**config.mk**
```make
export PLATFORM = sky130hd
export DESIGN_NAME = tag_dispatch
export DESIGN_NICKNAME = d
export VERILOG_FILES = /design/src/rtl/dispatch_pkg.sv /design/src/rtl/tag_onehot.sv /design/src/rtl/tag_dispatch.sv
export SDC_FILE = /design/constraint.sdc
export NUM_CORES = 1
export LEC_CHECK = 0
export ABC_AREA = 1
export CAP_MARGIN = 20
export CORE_ASPECT_RATIO = 0.5
export CORE_UTILIZATION = 31
export CTS_BUF_LIST = sky130_fd_sc_hd__clkbuf_4 sky130_fd_sc_hd__clkbuf_8 sky130_fd_sc_hd__clkbuf_16
export CTS_CLUSTER_SIZE = 40
export DETAILED_ROUTE_END_ITERATION = 12
export GPL_TIMING_DRIVEN = 0
export PLACE_DENSITY = 0.89
export SETUP_SLACK_MARGIN = 0.1
export SLEW_MARGIN = 15
export SYNTH_ARGS = -nofsm -noshare
export SYNTH_HDL_FRONTEND = slang
export SYNTH_SLANG_ARGS = --single-unit
```
**constraint.sdc**
```tcl
create_clock -name clk -period 2.8 [get_ports clk]
set_input_delay 0.84 -clock clk [delete_from_list [all_inputs] [get_ports clk]]
set_output_delay 0.84 -clock clk [all_outputs]
set_load 0.02 [all_outputs]
```
**src/rtl/dispatch_pkg.sv**
```systemverilog
// Shared constants and FSM encoding for the tag dispatcher.
package dispatch_pkg;

  localparam int TAG_SZ_DEF     = 5;
  localparam int DATA_WIDTH_DEF = 64;
  localparam int MAX_BEATS_DEF  = 256;

  typedef enum logic [1:0] {
    IDLE = 2'd0,
    XFER = 2'd1,
    DROP = 2'd2
  } disp_state_t;

  // Beat counter must hold MAX_BEATS itself without wrapping.
  function automatic int cnt_width(input int max_beats);
    return $clog2(max_beats) + 1;
  endfunction

endpackage

```
**src/rtl/tag_onehot.sv**
```systemverilog
// Combinational decode of a core-index tag into a one-hot core select.
module tag_onehot #(
  parameter int TAG_SZ = 5
) (
  input  logic [TAG_SZ-1:0]      tag,
  output logic [2**TAG_SZ-1:0]   onehot
);

  for (genvar gi = 0; gi < 2**TAG_SZ; gi++) begin : g_dec
    assign onehot[gi] = (tag == TAG_SZ'(gi));
  end

endmodule

```
**src/rtl/tag_dispatch.sv**
```systemverilog
// Routes one snooped packet stream to the core named by the arbitration tag.
// Optional per-packet statistics are enabled with TAG_DISPATCH_STATS_EN.
module tag_dispatch
  import dispatch_pkg::*;
#(
  parameter int TAG_SZ     = TAG_SZ_DEF,
  parameter int DATA_WIDTH = DATA_WIDTH_DEF,
  parameter int MAX_BEATS  = MAX_BEATS_DEF
) (
  input  logic                    clk,
  input  logic                    rst,
  input  logic [TAG_SZ-1:0]       tag,
  input  logic                    rdy,
  output logic                    ack,
  input  logic [DATA_WIDTH-1:0]   s_tdata,
  input  logic                    s_tvalid,
  input  logic                    s_tlast,
  output logic                    s_tready,
  output logic [DATA_WIDTH-1:0]   core_tdata,
  output logic                    core_tvalid,
  output logic                    core_tlast,
  output logic [2**TAG_SZ-1:0]    core_sel,
  input  logic [2**TAG_SZ-1:0]    core_tready,
`ifdef TAG_DISPATCH_STATS_EN
  output logic [31:0]             pkt_cnt,
  output logic [31:0]             drop_cnt,
`endif
  output logic                    drop_err
);

  localparam int N     = 2**TAG_SZ;
  localparam int CNT_W = cnt_width(MAX_BEATS);
  localparam logic [CNT_W-1:0] LAST_CNT = CNT_W'(MAX_BEATS - 1);
  localparam logic [CNT_W-1:0] MAX_CNT  = CNT_W'(MAX_BEATS);

  disp_state_t       state_reg;
  logic [TAG_SZ-1:0] tag_q;
  logic [CNT_W-1:0]  beat_cnt_reg;
  logic              drop_err_reg;
  logic [N-1:0]      sel_dec;
  logic              hs;
  logic              at_limit;

  tag_onehot #(.TAG_SZ(TAG_SZ)) u_tag_onehot (
    .tag    (tag_q),
    .onehot (sel_dec)
  );

  assign hs       = s_tvalid && s_tready;
  assign at_limit = (beat_cnt_reg == LAST_CNT);

  assign core_tdata = s_tdata;
  assign core_tlast = s_tlast;
  assign drop_err   = drop_err_reg;

  // The beat that would overflow the packet is never shown to the core,
  // so an oversize packet delivers exactly MAX_BEATS-1 beats.
  always_comb begin
    ack         = 1'b0;
    s_tready    = 1'b0;
    core_tvalid = 1'b0;
    core_sel    = '0;
    case (state_reg)
      IDLE: ack = rdy && rst;
      XFER: begin
        core_sel    = sel_dec;
        s_tready    = core_tready[tag_q];
        core_tvalid = s_tvalid && !(at_limit && !s_tlast);
      end
      DROP: s_tready = 1'b1;
      default: ;
    endcase
  end

  always_ff @(posedge clk or negedge rst) begin
    if (!rst) begin
      state_reg    <= IDLE;
      tag_q        <= '0;
      beat_cnt_reg <= '0;
      drop_err_reg <= 1'b0;
    end else begin
      drop_err_reg <= 1'b0;
      case (state_reg)
        IDLE: begin
          if (rdy) begin
            tag_q        <= tag;
            beat_cnt_reg <= '0;
            state_reg    <= XFER;
          end
        end
        XFER: begin
          if (hs) begin
            if (beat_cnt_reg != MAX_CNT) begin
              beat_cnt_reg <= beat_cnt_reg + 1'b1;
            end
            if (s_tlast) begin
              state_reg <= IDLE;
            end else if (at_limit) begin
              state_reg    <= DROP;
              drop_err_reg <= 1'b1;
            end
          end
        end
        DROP: begin
          if (hs && s_tlast) begin
            state_reg <= IDLE;
          end
        end
        default: state_reg <= IDLE;
      endcase
    end
  end

`ifdef TAG_DISPATCH_STATS_EN
  logic [31:0] pkt_cnt_reg;
  logic [31:0] drop_cnt_reg;

  assign pkt_cnt  = pkt_cnt_reg;
  assign drop_cnt = drop_cnt_reg;

  always_ff @(posedge clk or negedge rst) begin
    if (!rst) begin
      pkt_cnt_reg  <= '0;
      drop_cnt_reg <= '0;
    end else if (state_reg == XFER && hs) begin
      if (s_tlast) begin
        pkt_cnt_reg <= pkt_cnt_reg + 32'd1;
      end else if (at_limit) begin
        drop_cnt_reg <= drop_cnt_reg + 32'd1;
      end
    end
  end
`endif

endmodule

```
==> results_dict.tcl <==
set metrics [dict create \
    run_status "finished, final reports clean" \
    largest_register_ff_count 9 \
    clk_latency_ps 250 \
    swShare 0.501 \
    initialDrtViolationCount 199 \
    grt_max_degree 19 \
    cp-start-kind "register" \
    grt_overflow 0 \
    drt_first_pass_iters 5 \
    start_util 0.335 \
    fmax_ghz 0.368 \
    floorplan.rows 20 \
    p_sw_mw 1.24 \
    syn_inst 347 \
    worst_ep_arrival_time_ps 1880 \
    yosys-top-cells-area "buf_4, nand2_1, dfrtp_1" \
    dpl_worst_slack_ps -765 \
    worst_clock_skew_ps 1.24 \
    drc 0 \
    clkPwrFrac 0.119 \
    ioPinCount 207 \
    finalWorstSetupSlack_ps 79.1 \
    p_int_mw 1.24 \
    worstSetupPathType "register to output port" \
    min_period_ps 2720 \
    gp_congestion 0.813 \
    final_nets 621 \
    fp.dieArea_sq_um 7200 \
    seq_area_frac_synth 0.200 \
    crit_slowest_cell "dfrtp_1" \
    cts_buffer_depth 2 \
    slew_headroom 0.674 \
    drive_gt1_frac 0.323 \
    ys_warn_count 0 \
    hold_class "register to register" \
    grt_pass1_wl_mm 11.7 \
    yosys.area.top_type "buf_4" \
    io_buffer_count 142 \
    hold_violations 0 \
    synth_top_area_share 0.237 \
    hold_buffers 0 \
    numCtsBuffers 3 \
    synthToLayoutAreaGrowth_pct 80.7 \
    num_vias 2804 \
    htree_levels 1 \
    clock-sinks 17 \
    rsz0062_at_grt "true" \
    p_seq_frac 0.149 \
    cap_violations 0 \
    leakagePower_nw 2.04 \
    avgSynthCellArea_sq_um 6.12 \
    hold_slack_ps 485 \
    ant_nets 0 \
    antenna_found_initial 0 \
    fin_crit_sh 0.972 \
    mostFrequentLayoutCell "nand2_1" \
    crit_path_end_kind "output port" \
    wl_per_cell_um 13.8 \
    maxSlewViolCount 0 \
    ys_ff_latch 17 \
    cts_tree "done" \
    vias_per_cell 4.70 \
    cts_root_buffer "clkbuf_16" \
    grt_usage 0.204 \
    die_y_um 60.5 \
    crit_fanout 2 \
    dp_hpwl_mm 5.80 \
    setup_violations 0 \
    core-area_sq_um 6330 \
    cp_slowest_stage_delay_ps 390 \
    synth_area_sq_um 2120 \
    die_w_um 119 \
    wirelength_mm 8.22 \
    synth.distinct_cells 25 \
    vdd_ir_drop_max_uv 293 \
    tightest_slew_ps 489 \
    mostFrequentLayoutCells "nand2_1, buf_4, clkdlybuf4s50_1" \
    path_cells "ha_4 > nand3_4 > nor3b_2 > nand2_1 > nor2_2 > ha_2 > nand2_2 > nand2_1 > nor2_1 > buf_4" \
    powerDensity_nw_per_um2 646 \
    cp.required_ps 1960 \
    synth_fp_nets 459 \
    cts.clk_slew.worst_paths_ps 50 \
    cp_common_cell "nand2_1" \
    combPwrFrac 0.732 \
    antennaDiodeCount 0 \
    grt_pass1_vias 2497 \
]
## power groups by stage
stage	Combinational [mW]	Clock, mW	Sequential, mW
2_1_floorplan	1.03	0	0.349
3_3_place_gp	1.49	0	0.354
3_5_place_dp	1.52	0	0.359
4_1_cts	1.58	0.288	0.360
5_1_grt	1.97	0.301	0.379
6_report	1.81	0.294	0.370
## logic make-up after synthesis
kind of cell,count (synthesis),synth area share
flops,17,0.200
xor+xnor,5,0.0206
mux,1,0.00531
buf+inv,95,0.300
simple gates,214,0.413
compound gates,9,0.0259
fa+ha+maj,6,0.0354
## synth_stat cells
| library cell | number |
|---|---|
| a21oi_1 | 5 |
| a31o_2 | 1 |
| buf_4 | 67 |
| buf_6 | 3 |
| clkbuf_1 | 4 |
| dfrtp_1 | 17 |
| ha_1 | 6 |
| inv_1 | 19 |
| inv_4 | 2 |
| mux2_2 | 1 |
| nand2_1 | 130 |
| nand2_2 | 1 |
| nand3_1 | 6 |
| nand3_2 | 3 |
| nand4_1 | 11 |
| nor2_1 | 56 |
| nor2_2 | 1 |
| nor3_1 | 3 |
| nor3b_1 | 2 |
| nor4_1 | 1 |
| o21ai_0 | 1 |
| o21ai_1 | 1 |
| o21bai_2 | 1 |
| xnor2_1 | 1 |
| xor2_1 | 4 |
## critical path, delay by kind of cell, from the launching register on
family                   cells  cell delay (ps)
AND/OR/NAND/NOR              7              670
flip-flops                   1              390
adder cells (fa/ha/maj)      2              390
buffers and inverters        1              180
## metrics by stage
| stage | total power [mW] | TNS [ps] | instances | area [sq um] | utilization |
|---|---|---|---|---|---|
| finish | 2.48 | 0 | 596 | 3830 | 0.606 |
| global route | 2.65 | -9.51 | 596 | 3830 | 0.606 |
| CTS | 2.23 | 0 | 588 | 3750 | 0.592 |
| floorplan | 1.38 | 0 | 347 | 2120 | - |
| detailed placement | 1.88 | -5840 | 577 | 3650 | 0.577 |
| global placement | 1.85 | -4970 | 577 | 3650 | 0.577 |
## path summary, 6_finish.rpt
kind,start,to,slack [ps],cells after the start
max in group asynchronous,rst,tag_q[1]$_DFFE_PN0P_,1970,1
hold reg to reg,beat_cnt_reg[8]$_DFFE_PN0P_,beat_cnt_reg[8]$_DFFE_PN0P_,490,2
setup reg to reg,tag_q[0]$_DFFE_PN0P_,beat_cnt_reg[7]$_DFFE_PN0P_,790,16
setup / recovery,beat_cnt_reg[0]$_DFFE_PN0P_,core_tvalid,80,10
hold / removal,beat_cnt_reg[8]$_DFFE_PN0P_,beat_cnt_reg[8]$_DFFE_PN0P_,490,2
min in group asynchronous,rst,beat_cnt_reg[3]$_DFFE_PN0P_,530,1
## metal layers
metal | wire, um | part of all wire | vias to the layer above | global-route usage
met5 | 0 | 0 | - | 0
met4 | 239 | 0.029 | 0 | 0.0922
met3 | 560 | 0.068 | 28 | 0.0188
met2 | 4490 | 0.55 | 163 | 0.417
met1 | 2930 | 0.36 | 1280 | 0.223
li1 | - | - | 1333 | -
## cell type report
cell class	count	area, sq um
fill	558	2500
timing repair buffer	157	1390
multi-input combinational	235	1170
buffer	74	568
sequential	17	425
tap	88	110
inverter	21	88.8
clock buffer	3	75.1
clock inverter	1	5.00
## repair_timing
item,in CTS,in global routing
gates cloned,0,2
setup endpoints to repair,36,28
pin swaps,62,34
resized for setup,163,50
buffers inserted,7,6
No activity file was read; power rests on OpenSTA's default activity.
